==> src/rtl/irq_ctrl.sv <==
// irq_ctrl: collects NUM_IRQ peripheral lines into one CPU interrupt behind a valid/ready register port.
// Bus response is registered one cycle after acceptance; lowest index has fixed priority on CLAIM.
module irq_ctrl #(
  parameter int NUM_IRQ = 8
) (
  input  logic               clk,
  input  logic               rst,
  input  logic [NUM_IRQ-1:0] irq_in,
  output logic [NUM_IRQ-1:0] irq_ack,
  output logic               irq_out,
  input  logic               mem_valid,
  output logic               mem_ready,
  input  logic [7:0]         mem_addr,
  input  logic [31:0]        mem_wdata,
  input  logic [3:0]         mem_wstrb,
  output logic [31:0]        mem_rdata
);
  localparam int PAD = 32 - NUM_IRQ;
  localparam logic [1:0] A_PEND  = 2'd0;
  localparam logic [1:0] A_EN    = 2'd1;
  localparam logic [1:0] A_MODE  = 2'd2;
  localparam logic [1:0] A_CLAIM = 2'd3;

  logic [NUM_IRQ-1:0] r_pend, r_en, r_mode, r_prev, r_ack;
  logic               r_irq_out, r_ready;
  logic [31:0]        r_rdata;

  logic               w_acc, w_wr, w_rd, w_inblk;
  logic               w_sel_pend, w_sel_en, w_sel_mode, w_sel_claim;
  logic [NUM_IRQ-1:0] w_pe, w_claim_oh, w_w1c, w_clr, w_set, w_pend_nxt;
  logic               w_claim_hit, w_do_claim;
  logic [4:0]         w_claim_idx;
  logic [31:0]        w_bmask, w_pend32, w_en32, w_mode32, w_en_nxt, w_mode_nxt, w_rdata_nxt;
  logic               w_unused;

  // A request seen while ready is high belongs to the transaction just completed.
  assign w_acc   = mem_valid & ~r_ready;
  assign w_wr    = w_acc & (|mem_wstrb);
  assign w_rd    = w_acc & ~(|mem_wstrb);
  assign w_inblk = (mem_addr[7:4] == 4'h0);

  assign w_sel_pend  = w_inblk & (mem_addr[3:2] == A_PEND);
  assign w_sel_en    = w_inblk & (mem_addr[3:2] == A_EN);
  assign w_sel_mode  = w_inblk & (mem_addr[3:2] == A_MODE);
  assign w_sel_claim = w_inblk & (mem_addr[3:2] == A_CLAIM);

  assign w_pend32 = {{PAD{1'b0}}, r_pend};
  assign w_en32   = {{PAD{1'b0}}, r_en};
  assign w_mode32 = {{PAD{1'b0}}, r_mode};
  assign w_bmask  = {{8{mem_wstrb[3]}}, {8{mem_wstrb[2]}}, {8{mem_wstrb[1]}}, {8{mem_wstrb[0]}}};
  assign w_en_nxt   = (w_en32 & ~w_bmask) | (mem_wdata & w_bmask);
  assign w_mode_nxt = (w_mode32 & ~w_bmask) | (mem_wdata & w_bmask);

  assign w_pe = r_pend & r_en;

  always_comb begin
    w_claim_hit = 1'b0;
    w_claim_idx = 5'd0;
    w_claim_oh  = '0;
    for (int i = NUM_IRQ - 1; i >= 0; i--) begin
      if (w_pe[i]) begin
        w_claim_hit   = 1'b1;
        w_claim_idx   = 5'(i);
        w_claim_oh    = '0;
        w_claim_oh[i] = 1'b1;
      end
    end
  end

  assign w_do_claim = w_rd & w_sel_claim & w_claim_hit;
  assign w_w1c      = (w_wr & w_sel_pend) ? mem_wdata[NUM_IRQ-1:0] : '0;
  assign w_clr      = w_w1c | (w_do_claim ? w_claim_oh : '0);
  assign w_set      = irq_in & ~r_prev;
  // Edge sources: a new edge beats a same-cycle clear. Level sources just track the line.
  assign w_pend_nxt = (r_mode & (w_set | (r_pend & ~w_clr))) | (~r_mode & irq_in);

  always_comb begin
    w_rdata_nxt = 32'h0;
    if (w_rd && w_inblk) begin
      case (mem_addr[3:2])
        A_PEND:  w_rdata_nxt = w_pend32;
        A_EN:    w_rdata_nxt = w_en32;
        A_MODE:  w_rdata_nxt = w_mode32;
        default: w_rdata_nxt = w_claim_hit ? {1'b1, 26'h0, w_claim_idx} : 32'h0;
      endcase
    end
  end

  always_ff @(posedge clk) begin
    if (rst) begin
      r_pend    <= '0;
      r_en      <= '0;
      r_mode    <= '0;
      r_prev    <= '0;
      r_ack     <= '0;
      r_irq_out <= 1'b0;
      r_ready   <= 1'b0;
      r_rdata   <= 32'h0;
    end else begin
      r_prev    <= irq_in;
      r_pend    <= w_pend_nxt;
      r_ack     <= w_clr;
      r_irq_out <= |w_pe;
      r_ready   <= w_acc;
      r_rdata   <= w_rdata_nxt;
      if (w_wr && w_sel_en)   r_en   <= w_en_nxt[NUM_IRQ-1:0];
      if (w_wr && w_sel_mode) r_mode <= w_mode_nxt[NUM_IRQ-1:0];
    end
  end

  assign irq_ack   = r_ack;
  assign irq_out   = r_irq_out;
  assign mem_ready = r_ready;
  assign mem_rdata = r_rdata;

  assign w_unused = ^{mem_addr[1:0], w_en_nxt[31:NUM_IRQ], w_mode_nxt[31:NUM_IRQ]};
endmodule

==> config.mk <==
export PLATFORM = sky130hd
export DESIGN_NAME = irq_ctrl
export DESIGN_NICKNAME = d
export VERILOG_FILES = /design/src/rtl/irq_ctrl.sv
export SDC_FILE = /design/constraint.sdc
export NUM_CORES = 1
export LEC_CHECK = 0
export CAP_MARGIN = 20
export CORE_MARGIN = 2
export CORE_UTILIZATION = 35
export DETAILED_ROUTE_END_ITERATION = 16
export DONT_BUFFER_PORTS = 1
export SETUP_SLACK_MARGIN = 0.2
export SLEW_MARGIN = 20
export SYNTH_ARGS = -nofsm -noshare
export SYNTH_HDL_FRONTEND = slang
export SYNTH_SLANG_ARGS = --single-unit
==> constraint.sdc <==
create_clock -name clk -period 2.05 [get_ports clk]
set_input_delay 0 -clock clk [delete_from_list [all_inputs] [get_ports clk]]
set_output_delay 0 -clock clk [all_outputs]
set_load 0.1 [all_outputs]
==> impl_results.md, run 1 <==
- Setup TNS: 0 ns
- Period utilization: 84.8%
- Seq/Total Area, Yosys: 44.0%
- Met2 WL: 2610 um
- Share of cells above drive strength 1: 13.3%
- Sequential share of power: 52.3%
- CP Cell Sequence: nor2b_2 > nand4_1 > buf_4 > mux2i_1 > nor2_1 > dlygate4sd3_1
- M1 WL: 2530 um
- Max_cap viols: 0
- Worst R2R Start: mem_ready$_SDFF_PP0_
- Critical path class: flip-flop to flip-flop
- YS warnings: 0
- Final WS setup: 0.312 ns
- Critical path's top delay family: buffers and inverters
- WL final: 5540 um
- Leak: 1.26 nW
- GPL Wtd Cong: 0.814
- CP endpoint kind: flip-flop
- Sw Ratio: 29.5%
- Hold path start: mem_addr[2]
- Most common cell after layout, fill and taps aside: dfxtp_1
- Detail Route Antenna Nets: 0
- Initial antenna violation count: 0
- Diodes inserted: 0
- EDFF count, synth: 0
- HPWL after detailed placement: 3810 um
- Die area: 7290 sq um
- Worst-path clk slew: 0.09 ns
- Vias in the first global route: 1792
- Outcome: finished clean
- Buf+Inv Stages, Crit Path: 2
- Clock buffer depth: 2
- Pre-Repair DR Iteration Count: 4
- Req. time, crit path: 2.24 ns
- Worst setup path startpoint: mem_ready$_SDFF_PP0_
- RSZ-0062 raised after global routing: no
- Setup-failing EPs final: 0
- CTS tree: done
- Startpoint types: flip-flop
- Final Skew: 0.00533 ns
- Die H: 85.4 um
- Max Slew Vio Count: 0
- Starting Density: 36.3%
- Fmax: 0.575 GHz
- Clk sink count: 51
- Crit path max fanout: 8
- Io pins: 97
- Post-CTS Setup Inserts: 0
- Worst skew pair latency: 0.29 ns
- Wirelength per Cell: 14.7 um
- Slowest cell on crit path: dlygate4sd3_1
- Combinational power share: 15.9%
- Post-synth ARST share: 0%
- Average size of a mapped cell: 9.10 sq um
- Routed vias: 1953
- Synth-to-layout area growth: 21.6%
- Die width: 85.4 um
- Number of distinct library cells after synthesis: 37
- Clock share of power: 31.8%
- Tot GR Track Use: 15.4%
- FP Rows: 29
- Placement Setup Slack: 0.469 ns
- TritonCTS Buffers: 5
- Mapped cell area: 2320 sq um
- Slowest stage delay, CP: 0.55 ns
- Via density per instance: 5.18
- PD cells: 694 nW/um^2
- Most frequent cells in the layout: dfxtp_1, nor2_1, buf_4
- Largest net degree at the start of global routing: 36
- Critical Path AT: 1.92 ns
- H-tree depth: 2
- Drc violations: 0
- Highest routed layer: met4
- NumNets Final: 354
- Main synth FF type: dfxtp_1
- Cells after synthesis: 255
- 1st-iter DRT viols: 142
- Final Hold Viols: 0
- Max VDD drop: 348 uV
- Input/output buffers: 0
- Yosys reg bits: 51
- Core ar.: 6390 sq um
- Switching power: 0.000578 W
- Root buffer cell: clkbuf_8
- Met3 WL: 363 um
- Hold Crit Class: input pin to flip-flop
- Period minus WS final: 1.74 ns
- Pint: 0.00138 W
- Global route total overflow: 0
- First-pass GRT wire length: 8840 um
[per-layer routing]
| metal | vias up | global-route usage [%] |
|---|---|---|
| li1 | 949 | - |
| met1 | 928 | 20.8 |
| met2 | 74 | 24.7 |
| met3 | 2 | 3.31 |
| met4 | 0 | 4.62 |
| met5 | - | 0 |
[power groups by stage]
stage,logic (W),registers (W),clock network (W)
after global routing,0.000325,0.00103,0.000680
after floorplan,0.000279,0.00105,0
after CTS,0.000311,0.00102,0.000643
after global placement,0.000252,0.00105,0
final,0.000312,0.00102,0.000622
after detailed placement,0.000254,0.00105,0
[Yosys cell counts, drive strengths merged (3+ instances only)]
library cell	n	area, sq um
dfxtp	51	1020
a21oi	12	60.1
and3	4	25.0
a31oi	4	25.0
buf	26	189
mux2i	23	230
a22oi	5	37.5
a32oi	3	26.3
nand4	5	31.3
a211oi	4	35.0
nor2	37	139
nor2b	12	75.1
a32o	5	50.1
a22o	6	52.6
nor4	3	31.3
nand2	19	71.3
inv	3	11.3
clkbuf	8	30.0
a21boi	3	22.5
and4	3	26.3
o21ai	4	20.0
[final cells by class]
type,count,area (sq um)
timing repair buffer,49,438
tap,77,96.3
clock buffer,8,100
sequential,51,1020
fill,644,3560
multi-input combinational,189,1150
inverter,3,11.3
[cells by family after synthesis]
group,after synthesis,synth area share (%)
DFF,51,44.0
other,1,0.162
muxes,23,9.92
AOI/OAI and AO/OA,49,15.4
buffers and inverters,37,9.92
and+or+nand+nor,94,20.6
[what timing repair did]
item	in CTS	in global routing
hold endpoints to repair	47	0
resized for setup	0	1
hold buffers	24	0
setup endpoints to repair	0	2
[worst paths after layout]
check,end,slack (ns),cells past startpoint
min,mem_rdata[7]$_SDFF_PP0_,0.01,4
max,flip-flop,0.31,6
max reg2reg,flip-flop,0.31,6
min reg2reg,r_pend[6]$_SDFF_PP0_,0.49,2
[tightest hold or removal path, stage by stage]
cell and delay, ns:
mux2i_1 0.05, nor2_1 0.08, a21oi_1 0.04, nor2_1 0.09
[through the flow]
| stage | util, % | cells | area [sq um] | hold WS (ns) | total power [W] |
|---|---|---|---|---|---|
| after floorplan | - | 277 | 2400 | 0.0797 | 0.00133 |
| after global placement | 38.7 | 345 | 2470 | 0.0706 | 0.00130 |
| after detailed placement | 38.7 | 345 | 2470 | 0.0741 | 0.00130 |
| after CTS | 44.1 | 377 | 2820 | 0.00759 | 0.00198 |
| after global routing | 44.2 | 377 | 2820 | 0.0290 | 0.00203 |
| final | 44.2 | 377 | 2820 | 0.0116 | 0.00196 |
Power figures use the tool's default switching activity.
==> run 2: changes to the inputs <==
==> constraint.sdc (replaced) <==
create_clock -name clk -period 1.8 [get_ports clk]
set_input_delay 0 -clock clk [delete_from_list [all_inputs] [get_ports clk]]
set_output_delay 0 -clock clk [all_outputs]
set_load 0.1 [all_outputs]
==> run 2 against run 1 <==
Compared with the run above:
- combinational power increased by 15%
- sequential share of layout area increased by 0.32 points
- cell area is 0.62% lower
- global-route usage about the same
- largest power group unchanged
- sequential power rose by 14%
- total power increased by 8.2%
- critical path depth fell by 1
- largest cell class unchanged
- register-to-register slack lost 0.05 ns
- die area unchanged
- via count shrank 1.4%
- utilization fell by 0.27 points
==> impl_results.md, run 2 (synthesized netlist as in run 1, its figures left out) <==
- Input/output buffers: 0
- Max_cap viols: 0
- Detail Route Antenna Nets: 0
- Global route total overflow: 0
- Drc violations: 0
- Starting Density: 36.3%
- NumNets Final: 356
- Die width: 85.4 um
- Max VDD drop: 260 uV
- Min Hold Slack: 0.000131 ns
- Final Cell Area: 2800 sq um
- Initial antenna violation count: 0
- Worst-path clk slew: 0.08 ns
- Placement Setup Slack: 0.228 ns
- Startpoint types: flip-flop
- Leak: 1.25 nW
- WL final: 5460 um
- R2r setup slk: 0.26 ns
- Synth-to-layout area growth: 20.9%
- Final Skew: 0.00597 ns
- Critical Path AT: 1.74 ns
- HPWL after detailed placement: 3820 um
- Pre-Repair DR Iteration Count: 5
- Setup TNS: 0 ns
- Total power: 0.00212 W
- First-pass GRT wire length: 8800 um
- Final Hold Viols: 0
- Filler cells: 627
- H-tree depth: 2
- Req. time, crit path: 2.00 ns
- Critical path class: flip-flop to flip-flop
- Post-CTS Setup Inserts: 0
- GPL Wtd Cong: 0.812
- Root buffer cell: clkbuf_8
- Via density per instance: 5.11
- Wirelength per Cell: 14.5 um
- Largest net degree at the start of global routing: 36
- Period utilization: 85.5%
- Die H: 85.4 um
- Die area: 7290 sq um
- Setup-failing EPs final: 0
- Share of cells above drive strength 1: 13.7%
- RSZ-0062 raised after global routing: no
- Routed vias: 1925
- Area after DPL: 2500 sq um
- Worst skew pair latency: 0.30 ns
- Period minus WS final: 1.54 ns
- Hold Crit Class: input pin to flip-flop
- 1st-iter DRT viols: 157
- PD cells: 756 nW/um^2
- Diodes inserted: 0
- Clk sink count: 51
- FP Rows: 29
- Core ar.: 6390 sq um
- Most common cell after layout, fill and taps aside: dfxtp_1
- Vias in the first global route: 1774
- Final WS setup: 0.262 ns
- Hold path start: mem_addr[2]
- Reg2reg path depth: 5
- CTS tree: done
- Clock buffer depth: 2
- Crit path capture: r_pend[5]$_SDFF_PP0_
- Worst setup path startpoint: mem_ready$_SDFF_PP0_
- CP endpoint kind: flip-flop
- Worst R2R Start: mem_ready$_SDFF_PP0_
- Io pins: 97
- TritonCTS Buffers: 5
- Outcome: finished clean
- Most frequent cells in the layout: dfxtp_1, nor2_1, buf_4
- FF-to-FF End: r_pend[5]$_SDFF_PP0_
- Fmax: 0.650 GHz
- Crit path max fanout: 11
- Max Slew Vio Count: 0
- Tot GR Track Use: 15.4%
## run 2: cell count changes in the layout (fill, tap and decap cells not counted), sizes merged
cell,previous run,this run
clkbuf,8,6
dlygate4sd3,23,21
buf,26,30
## run 2: repair_timing
item,CTS,global route
hold buffers,22,0
gates resized for setup,0,1
setup endpoints to repair,0,2
endpoints found under the hold margin,47,0
## run 2: layout make-up
type                    count  area, sq um  share of cell area, %
multi-input cells         189         1150                   41.1
repair buffers             51          448                   16.0
inverters                   3         11.3                  0.402
flip-flops and latches     51         1020                   36.5
clock buffers               6         72.6                   2.59
well taps                  77         96.3                   3.44
## run 2: worst max-delay path, cell delays in order (launching register included)
cell and delay (ns):
dfxtp_4 0.35, nand2b_1 0.16, nor4_2 0.29, buf_4 0.23, a32oi_1 0.14, a41o_1 0.26
## run 2: worst min path at each step
stage | endpoint | cells past startpoint | slack (ns)
floorplan | r_prev[1]$_SDFF_PP0_ | 1 | 0.08
global placement | r_pend[7]$_SDFF_PP0_ | 1 | 0.07
detailed placement | r_pend[7]$_SDFF_PP0_ | 1 | 0.07
CTS | mem_rdata[3]$_SDFF_PP0_ | 4 | 0.0008
global route | mem_rdata[7]$_SDFF_PP0_ | 4 | 0.02
finish | mem_rdata[3]$_SDFF_PP0_ | 4 | 0.0001
## run 2: metal layers
layer	vias to the layer above	GRT usage, %	part of all wire (%)	wire, um
met4	0	5.77	1.6	88
met3	6	4.28	7.9	431
li1	949	-	-	-
met5	-	0	0	0
met2	82	23.8	45	2450
met1	888	20.4	46	2490
## run 2: where the power goes
part	internal [W]	switching, W	leakage (nW)
clock network	0.000260	0.000336	0.0371
logic	0.0000756	0.000285	0.793
registers	0.00115	0.0000161	0.416
total	0.00148	0.000637	1.25
## run 2: stage by stage
stage          instances  utilization, %
2_1_floorplan        277               -
3_3_place_gp         349            39.2
3_5_place_dp         349            39.2
4_1_cts              377            43.9
5_1_grt              377            43.9
6_report             377            43.9
==> run 3: changes to the inputs <==
==> constraint.sdc (replaced) <==
create_clock -name clk -period 1.92 [get_ports clk]
set_input_delay 0 -clock clk [delete_from_list [all_inputs] [get_ports clk]]
set_output_delay 0 -clock clk [all_outputs]
set_load 0.1 [all_outputs]
==> run 3 against run 2 <==
Compared with the run above:
- clock power rose by 29%
- via count rose by 1.1%
- clock skew barely moved
- critical path type unchanged
- non-clock buffer count decreased by 4
- sequential power shrank 6%
- fmax decreased by 1.5%
==> impl_results.md, run 3 (synthesized netlist as in run 1, its figures left out) <==
- Routed vias: 1947
- Area after DPL: 2470 sq um
- Pre-Repair DR Iteration Count: 4
- Outcome: finished clean
- Die H: 85.4 um
- Final Hold Viols: 0
- Period minus WS final: 1.56 ns
- Largest net degree at the start of global routing: 36
- First-pass GRT wire length: 8940 um
- Max Slew Vio Count: 0
- Worst R2R Start: mem_ready$_SDFF_PP0_
- Final Skew: 0.00606 ns
- Starting Density: 36.3%
- Tot GR Track Use: 15.4%
- Min Hold Slack: 0.00879 ns
- Critical Path AT: 1.77 ns
- Worst setup path startpoint: mem_ready$_SDFF_PP0_
- 1st-iter DRT viols: 150
- CTS tree: done
- Root buffer cell: clkbuf_8
- Filler cells: 642
- Reg2reg path depth: 4
- Crit path max fanout: 8
- CP endpoint kind: flip-flop
- GPL Wtd Cong: 0.811
- Share of cells above drive strength 1: 13.4%
- Max VDD drop: 478 uV
- Die width: 85.4 um
- CP Cell Sequence: nor2b_1 > and4_1 > a32oi_1 > a41o_1
- Crit path capture: r_pend[5]$_SDFF_PP0_
- RSZ-0062 raised after global routing: no
- HPWL after detailed placement: 3810 um
- NumNets Final: 352
- Total power: 0.00220 W
- Startpoint types: flip-flop
- Most frequent cells in the layout: dfxtp_1, nor2_1, buf_4
- R2r setup slk: 0.36 ns
- Core ar.: 6390 sq um
- FF-to-FF End: r_pend[5]$_SDFF_PP0_
- Worst skew pair latency: 0.30 ns
- Slowest cell on crit path: and4_1
- Vias in the first global route: 1777
- Initial antenna violation count: 0
- WL final: 5470 um
- Req. time, crit path: 2.13 ns
- Most common cell after layout, fill and taps aside: dfxtp_1
- Final WS setup: 0.359 ns
- Max_cap viols: 0
- Setup TNS: 0 ns
- Global route total overflow: 0
- Wirelength per Cell: 14.6 um
- Final Cell Area: 2820 sq um
- Drc violations: 0
- Hold Crit Class: input pin to flip-flop
- Leak: 1.25 nW
- Clock buffer depth: 2
- Input/output buffers: 0
- FP Rows: 29
- Worst-path clk slew: 0.09 ns
- Period utilization: 81.3%
- H-tree depth: 2
- Clk sink count: 51
- Diodes inserted: 0
- Synth-to-layout area growth: 21.4%
- Fmax: 0.640 GHz
- Setup-failing EPs final: 0
- Slowest stage delay, CP: 0.48 ns
- Die area: 7290 sq um
- Via density per instance: 5.19
- PD cells: 781 nW/um^2
- Detail Route Antenna Nets: 0
- TritonCTS Buffers: 5
- Critical path class: flip-flop to flip-flop
- Io pins: 97
- Placement Setup Slack: 0.346 ns
[run 3: timing repair]
action,CTS,global route
resized for setup,0,1
setup buffers,0,0
hold buffers,22,0
hold endpoints to repair,48,0
setup endpoints to repair,0,2
[run 3: area by class of cell]
cell class,instances,area [sq um],area share (%)
Inverter,3,11.3,0.400
Clock inverter,2,35.0,1.24
Clock buffer,6,82.6,2.93
Tap cell,77,96.3,3.42
Timing Repair Buffer,47,418,14.8
Multi-Input combinational cell,189,1150,40.9
Sequential cell,51,1020,36.3
[run 3: per-layer routing]
| metal | vias to the layer above | GRT usage, % | routed length [um] | part of all wire (%) |
|---|---|---|---|---|
| met5 | - | 0 | 0 | 0 |
| li1 | 944 | - | - | - |
| met1 | 914 | 21.5 | 2480 | 45 |
| met2 | 81 | 23.4 | 2510 | 46 |
| met4 | 0 | 5.34 | 97 | 1.8 |
| met3 | 8 | 3.60 | 384 | 7.0 |
[run 3: critical path: cells and delay by family, from the launching register on]
family,cells,cell delay (ns)
AOI/OAI and AO/OA,2,0.39
and+or+nand+nor,2,0.75
DFF,1,0.33
[run 3: power breakdown]
part | internal [W] | total (W) | leakage [nW] | switching (W)
sequential | 0.00108 | 0.00109 | 0.416 | 0.0000170
combinational | 0.0000676 | 0.000333 | 0.774 | 0.000265
clock | 0.000422 | 0.000771 | 0.0612 | 0.000349
total | 0.00157 | 0.00220 | 1.25 | 0.000632
[run 3: stage by stage]
step | instances | utilization [%]
5_1_grt | 375 | 44.1
4_1_cts | 375 | 44.1
2_1_floorplan | 277 | -
3_3_place_gp | 345 | 38.7
3_5_place_dp | 345 | 38.7
6_report | 375 | 44.1
[run 3: worst min-delay path by stage]
stage	slack (ns)	start	end	cells after the start
4_1_cts	0.006	mem_addr[3]	mem_rdata[0]$_SDFF_PP0_	2
3_5_place_dp	0.07	rst	r_pend[7]$_SDFF_PP0_	1
6_report	0.009	mem_addr[3]	mem_rdata[0]$_SDFF_PP0_	2
5_1_grt	0.02	rst	irq_ack[7]$_SDFF_PP0_	2
2_1_floorplan	0.08	rst	r_prev[1]$_SDFF_PP0_	1
3_3_place_gp	0.07	rst	r_pend[7]$_SDFF_PP0_	1
